<file path="src/rtl/strobe_capture_pkg.sv">
// Shared types and helpers for the strobe capture bank.
// Holds the readback state enum, default sizes and the pointer-width helper.
package strobe_capture_pkg;

  localparam int DEF_WIDTH = 8;
  localparam int DEF_CHANNELS = 4;

  typedef enum logic {
    IDLE,
    SHIFT
  } rd_state_t;

  function automatic int clog2_min1(input int n);
    return (n > 1) ? $clog2(n) : 1;
  endfunction

endpackage

</file>
<file path="src/rtl/piso_shifter.sv">
// Parallel-load, serial-out shifter, MSB first.
// Emits W bits on the W cycles after load; busy covers exactly that window.
module piso_shifter
  import strobe_capture_pkg::*;
#(
  parameter int W = DEF_WIDTH
) (
  input  logic         clk,
  input  logic         rst_n,
  input  logic         load,
  input  logic [W-1:0] din,
  output logic         dout,
  output logic         busy
);

  localparam int CW = clog2_min1(W);

  rd_state_t   state;
  rd_state_t   state_nx;
  logic [W-1:0]  sr;
  logic [CW-1:0] cnt;
  logic          last;

  assign last = (cnt == CW'(W - 1));

  always_ff @(posedge clk or negedge rst_n) begin
    if (!rst_n) begin
      state <= IDLE;
    end else begin
      state <= state_nx;
    end
  end

  always_comb begin
    state_nx = state;
    busy = 1'b0;
    dout = 1'b0;
    unique case (state)
      IDLE: begin
        if (load) state_nx = SHIFT;
      end
      SHIFT: begin
        busy = 1'b1;
        dout = sr[W-1];
        if (last) state_nx = IDLE;
      end
      default: state_nx = IDLE;
    endcase
  end

  always_ff @(posedge clk or negedge rst_n) begin
    if (!rst_n) begin
      sr  <= '0;
      cnt <= '0;
    end else if (state == IDLE) begin
      if (load) sr <= din;
      cnt <= '0;
    end else begin
      sr  <= sr << 1;
      cnt <= last ? '0 : cnt + CW'(1);
    end
  end

endmodule

</file>
<file path="src/rtl/strobe_capture_bank.sv">
// Strobe-gated serial capture into a round-robin bank with serial readback.
// Define STROBE_CAPTURE_PARITY_EN to store and shift out an even-parity bit.
module strobe_capture_bank
  import strobe_capture_pkg::*;
#(
  parameter int               WIDTH     = DEF_WIDTH,
  parameter int               CHANNELS  = DEF_CHANNELS,
  parameter logic [WIDTH-1:0] RESET_VAL = '0,
  localparam int              CH_W      = clog2_min1(CHANNELS)
) (
  input  logic            clk,
  input  logic            rst_n,
  input  logic            stb,
  input  logic            di,
  input  logic            rd_stb,
  input  logic [CH_W-1:0] rd_ch,
  output logic            dout,
  output logic            busy,
  output logic            commit,
  output logic [CH_W-1:0] wr_ptr,
  output logic            rd_err
);

`ifdef STROBE_CAPTURE_PARITY_EN
  localparam int BW = WIDTH + 1;
  localparam logic [BW-1:0] RST_ENTRY = {RESET_VAL, ^RESET_VAL};
`else
  localparam int BW = WIDTH;
  localparam logic [BW-1:0] RST_ENTRY = RESET_VAL;
`endif
  localparam int CNT_W = clog2_min1(WIDTH);

  logic [WIDTH-2:0] sr;
  logic [WIDTH-1:0] word;
  logic [CNT_W-1:0] cnt;
  logic [BW-1:0]    bank [CHANNELS];
  logic [BW-1:0]    entry;
  logic [BW-1:0]    rd_word;
  logic             done;
  logic             load;
  logic             bad_ch;

  assign word = {sr, di};
  assign done = stb && (cnt == CNT_W'(WIDTH - 1));

`ifdef STROBE_CAPTURE_PARITY_EN
  assign entry = {word, ^word};
`else
  assign entry = word;
`endif

  assign load    = rd_stb && !busy;
  assign bad_ch  = int'(rd_ch) >= CHANNELS;
  // Bank is sampled before this edge's commit lands: read-before-write.
  assign rd_word = bad_ch ? '0 : bank[rd_ch];

  always_ff @(posedge clk or negedge rst_n) begin
    if (!rst_n) begin
      sr     <= '0;
      cnt    <= '0;
      wr_ptr <= '0;
      commit <= 1'b0;
      rd_err <= 1'b0;
      for (int i = 0; i < CHANNELS; i++) begin
        bank[i] <= RST_ENTRY;
      end
    end else begin
      commit <= done;
      if (load && bad_ch) rd_err <= 1'b1;
      if (stb) begin
        sr  <= word[WIDTH-2:0];
        cnt <= done ? '0 : cnt + CNT_W'(1);
      end
      if (done) begin
        bank[wr_ptr] <= entry;
        wr_ptr <= (wr_ptr == CH_W'(CHANNELS - 1)) ? '0
                                                  : wr_ptr + CH_W'(1);
      end
    end
  end

  piso_shifter #(
    .W(BW)
  ) u_rd (
    .clk  (clk),
    .rst_n(rst_n),
    .load (load),
    .din  (rd_word),
    .dout (dout),
    .busy (busy)
  );

endmodule

</file>
<file path="config.mk">
export PLATFORM = sky130hd
export DESIGN_NAME = strobe_capture_bank
export DESIGN_NICKNAME = d
export VERILOG_FILES = /design/src/rtl/strobe_capture_pkg.sv /design/src/rtl/piso_shifter.sv /design/src/rtl/strobe_capture_bank.sv
export SDC_FILE = /design/constraint.sdc
export NUM_CORES = 1
export LEC_CHECK = 0
export CELL_PAD_IN_SITES_DETAIL_PLACEMENT = 1
export CELL_PAD_IN_SITES_GLOBAL_PLACEMENT = 1
export CORE_MARGIN = 2
export CORE_UTILIZATION = 35
export DETAILED_ROUTE_END_ITERATION = 10
export PLACE_DENSITY_LB_ADDON = 0.3
export SLEW_MARGIN = 20
export SYNTH_ARGS = -nofsm -noshare
export SYNTH_HDL_FRONTEND = slang
export SYNTH_SLANG_ARGS = --single-unit
</file>
<file path="constraint.sdc">
create_clock -name clk -period 2.64 [get_ports clk]
set_clock_uncertainty 0.2 [all_clocks]
set_input_delay 0.264 -clock clk [delete_from_list [all_inputs] [get_ports clk]]
set_output_delay 0.264 -clock clk [all_outputs]
set_load 0.02 [all_outputs]
</file>
Yosys cells after proc, flatten, opt, wreduce, memory -nomap -nowiden
Index checks and enable logic that the tools add are counted.

word-level totals
  register bits after elaboration = 57
  word-level logic and storage cells = 45
  bits of input ports = 7
  output and inout bits = 6

cells by class
  add/subtract/negate cells = 3
  equal/unequal tests = 3
  $lt $le $gt $ge = 3
  bitwise logic cells = 3
  reductions and logical operators = 5
  mux-type cells = 17

operators with widths
  operator                                            number
  two-way mux 8 bit                                   5
  bitwise mux 32 bit                                  1
  binary-select mux 8 bit (select 2 bit)              1
  demux 8 bit (select 2 bit)                          1
  two-way mux 3 bit                                   3
  adder 3 x 1 -> 3 bit, second input constant         2
  equality test 3 bit, second input constant          2
  >= comparator 3 bit, second input constant          2
  inverter 2 -> 3 bit                                 2
  two-way mux 1 bit                                   4
  logical AND 1 bit                                   3
  < comparator 3 x 1 -> 1 bit, second input constant  1
  adder 2 x 1 -> 2 bit, second input constant         1
  equality test 2 bit, second input constant          1
  two-way mux 2 bit                                   1
  one-hot mux 1 bit (2 select lines)                  1
  nonzero test 2 bit                                  1
  logical NOT 1 bit                                   1
  inverter 1 bit                                      1

Depth between registers and ports, before layout
  word-level depth = 6
  mapped depth = 6
  depth with buffers taken out = 5

Cells and area by module
From an unflattened synthesis, not the netlist that was laid out.

second synthesis, totals
  cells, all modules = 170
  area, all modules = 2581.2 µm²

modules (own cells, without submodules)
  module               seq. area each (µm²)  cells an instance  area an instance (µm²)  times used
  strobe_capture_bank  1126.1                123                2039.5                  1
  piso_shifter         300.3                 47                 541.8                   1

Worst setup path before layout
No wires, ideal clock.

  path type = register -> register
  start = register cnt[0]
  end = register bank[0] (netlist bit)
  path slack = 0.731 ns
  required time = 2.315 ns
  library setup time = 0.125 ns
  cell stages (with the launch flop) = 7
  period minus slack after synthesis = 1.909 ns
  arrival time = 1.584 ns
  buffers on the path = 1
  cells stage by stage = dfrtp_1 > ha_1 > ha_1 > and2_1 > buf_2 > nand2_1 > mux2_2

on the way
  cells in the longest elaborated chain, start to end = 2

ends and longest elaborated chain
  element                         line                       RTL
  start: declaration              strobe_capture_bank.sv:35  logic [CNT_W-1:0] cnt;
  start signal: assignment        strobe_capture_bank.sv:72  cnt <= done ? '0 : cnt + CNT_W'(1);
  equality test 3 bit             strobe_capture_bank.sv:44  assign done = stb && (cnt == CNT_W'(WIDTH - 1));
  logical AND 1 bit               strobe_capture_bank.sv:44
  via done                        strobe_capture_bank.sv:39  logic done;
  end signal: indexed assignment  strobe_capture_bank.sv:75  bank[wr_ptr] <= entry;
  end: declaration                strobe_capture_bank.sv:36  logic [BW-1:0] bank [CHANNELS];

The timed path passes the listed nets, and every way through them passes these cells.
A chain may end at the register's enable or synchronous reset.

Final worst setup path
  start = register cnt[0]
  end = register bank[17] (netlist bit)

on the way
  cells in the longest elaborated chain, start to end = 2

ends and longest elaborated chain
  element              line
  equality test 3 bit  strobe_capture_bank.sv:44
  logical AND 1 bit    strobe_capture_bank.sv:44

Every way passes these cells.

==> results.toml <==
[cts]
tritoncts = "built"
cts_setup_buffers = 0
h-tree-depth = 3
cts_resized = 0
clk_pin_slew_ns = 0.07
cts_root_buffer = "clkbuf_8"
cts_buffer_depth = 2
insertion_delay_ns = 0.33
cts.sinks = 57
cts-buffers-inserted = 9

[floorplanning]
core_um2 = 6870
die_h_um = 88.5
rows = 30
dieArea_um2 = 7830
ioPinCount = 13
start_util = 0.364
die_w_um = 88.5

[synthesis]
syn-cell-area_um2 = 2500
yosysWarnings = 0
yosysSeqAreaShare = 0.571
synth_top_area_frac = 0.571
synth_area_leaders = "dfrtp_1 57%, mux2_2 23%, mux4_1 4.2%, ha_1 4.0%, mux4_2 3.6%"
ys_types = 21
yosysTopAreaCell = "dfrtp_1"
syn_area_per_cell_um2 = 15.3
synth_cells = 163
synth.net_count = 178
synth-seq-cells = 57

[critical_path]
crit_type = "register to register"
crit_required_ns = 2.66
cp.arrival_ns = 2.22
crit_start = "cnt[0]"
r2r_setup_slack_ns = 0.44
r2r_end = "bank[17]"
worstPathMaxFanout = 8
start_kind = "register"
reg2regPathDepth = 5
crit_path_end_kind = "register"
r2r_start = "cnt[0]"

[grt]
grt_antenna_before_repair = 0
grt_pass1_wl_um = 7930
grt.overflow.total = 0
grt_max_degree = 31
grt_pass1_vias = 1552
grt_use_total = 0.141

[timing]
maxSlewViolCount = 0
fin_crit_sh = 0.835
tns_ns = 0
slew_headroom = 0.639
fin_ws_ns = 0.436
period_needed_ns = 2.20
finalSetupViolations = 0
tightest_slew_ns = 0.540
finalHoldViolations = 0
rsz0062_at_grt = "false"
hold_ws_ns = 0.0995
fmax_mhz = 454

[finish]
layout_commonest_cell = "dfrtp_1"
area_delta_synth_final_pct = 16.1
fillers = 700
final_cell_mix = "57 x dfrtp_1, 50 x mux2_2, 10 x clkbuf_8, 10 x clkdlybuf4s50_1, 8 x ha_1"
multi_input_area_um2 = 1000
ff_latch_area_um2 = 1430
diodes = 0
layout-drive-gt1-share = 0.400
layout.nets = 201
final_cells = 286

[pwr]
powerDensity_nw_per_um2 = 1000
p_leak_nw = 1.37
p_seq_frac = 0.491
netSwitchingPower_mw = 0.851
peakVddDrop_mv = 0.477
clkPwrFrac = 0.234
p_comb_frac = 0.276
p_sw_frac = 0.292
p_total_mw = 2.91
internal_power_mw = 2.06

[placement]
dp_cells = 270
pre_cts_ws_ns = 0.227
dp_hpwl_um = 3340
gp_congestion = 0.736
port_buffers = 11

[detailed_routing]
detail_route.wl_per_cell_um = 16.4
drt_iter0_drc = 32
final_antenna_net_count = 0
drc_errors = 0
wirelength_um = 4690
vias = 1361
firstDrtPassIters = 4
via_per_inst = 4.76

[worst_hold_path]
hp-class = "primary input to asynchronous set/reset pin"

[status]
status = "completed"

[flow_run]
max_cap_violations = 0
## cell usage after synthesis
master	instances
dfrtp_1	57
mux2_2	50
ha_1	8
inv_1	6
nand2_1	5
o21ai_0	5
and2_1	4
mux4_1	4
mux4_2	4
nor2_1	4
a22oi_1	3
clkbuf_1	3
buf_6	2
a21oi_1	1
buf_2	1
buf_4	1
conb_1	1
mux2i_1	1
nand2b_1	1
nand3b_1	1
nor3b_1	1
## how the worst max path moves through the flow
stage	end
4_1_cts	bank[17]
5_1_grt	bank[17]
3_5_place_dp	u_rd.sr[3]
3_3_place_gp	u_rd.sr[3]
6_report	bank[17]
2_1_floorplan	bank[0]
## logic make-up after synthesis
family,synth area share
other,0.00150
and+or+nand+nor,0.0320
DFF,0.571
AOI/OAI and AO/OA,0.0210
muxes,0.307
adders and majority gates,0.0400
buffers and inverters,0.0275
## state kept, by name, indices dropped and copies added, names as in the netlist
signal,flops
wr_ptr,2
bank,32
sr,7
cnt,3
commit,1
u_rd.cnt,3
u_rd.sr,8
u_rd.state,1
## layout make-up
class	count	area share
flip-flops and latches	57	0.491
multi-input cells	93	0.346
repair buffers	19	0.0578
clock buffers	11	0.0487
well taps	96	0.0414
inverters	6	0.00776
clock inverters	4	0.00690
## metrics by stage
step / instance area, um^2 / util
4_1_cts: 2900 / 0.423
3_3_place_gp: 2730 / 0.398
6_report: 2900 / 0.423
2_1_floorplan: 2500 / -
3_5_place_dp: 2730 / 0.398
5_1_grt: 2900 / 0.423
## critical path: stages (launching register included)
cell	delay, ns
dfrtp_1	0.39
ha_1	0.20
ha_1	0.20
and2_1	0.23
nand2_1	0.45
mux2_2	0.41
## repair_timing
action / in CTS / in global routing
endpoints found under the hold margin: 57 / 0
setup endpoints to repair: 0 / 0
hold buffers: 1 / 0
## routing by layer
| metal | wire length (um) | global-route usage | vias up | share of wire |
|---|---|---|---|---|
| li1 | - | - | 624 | - |
| met1 | 2170 | 0.180 | 706 | 0.46 |
| met2 | 2300 | 0.226 | 20 | 0.49 |
| met3 | 137 | 0.0392 | 11 | 0.029 |
| met4 | 79 | 0.0620 | 0 | 0.017 |
| met5 | 0 | 0 | - | 0 |
## power by group through the flow
stage	sequential [mW]	combinational, mW	clock (mW)
2_1_floorplan	1.40	0.575	0
3_3_place_gp	1.43	0.753	0
3_5_place_dp	1.45	0.817	0
4_1_cts	1.44	0.822	0.700
5_1_grt	1.48	0.903	0.742
6_report	1.43	0.803	0.680
Note: power is estimated with default switching activity, not from simulation.
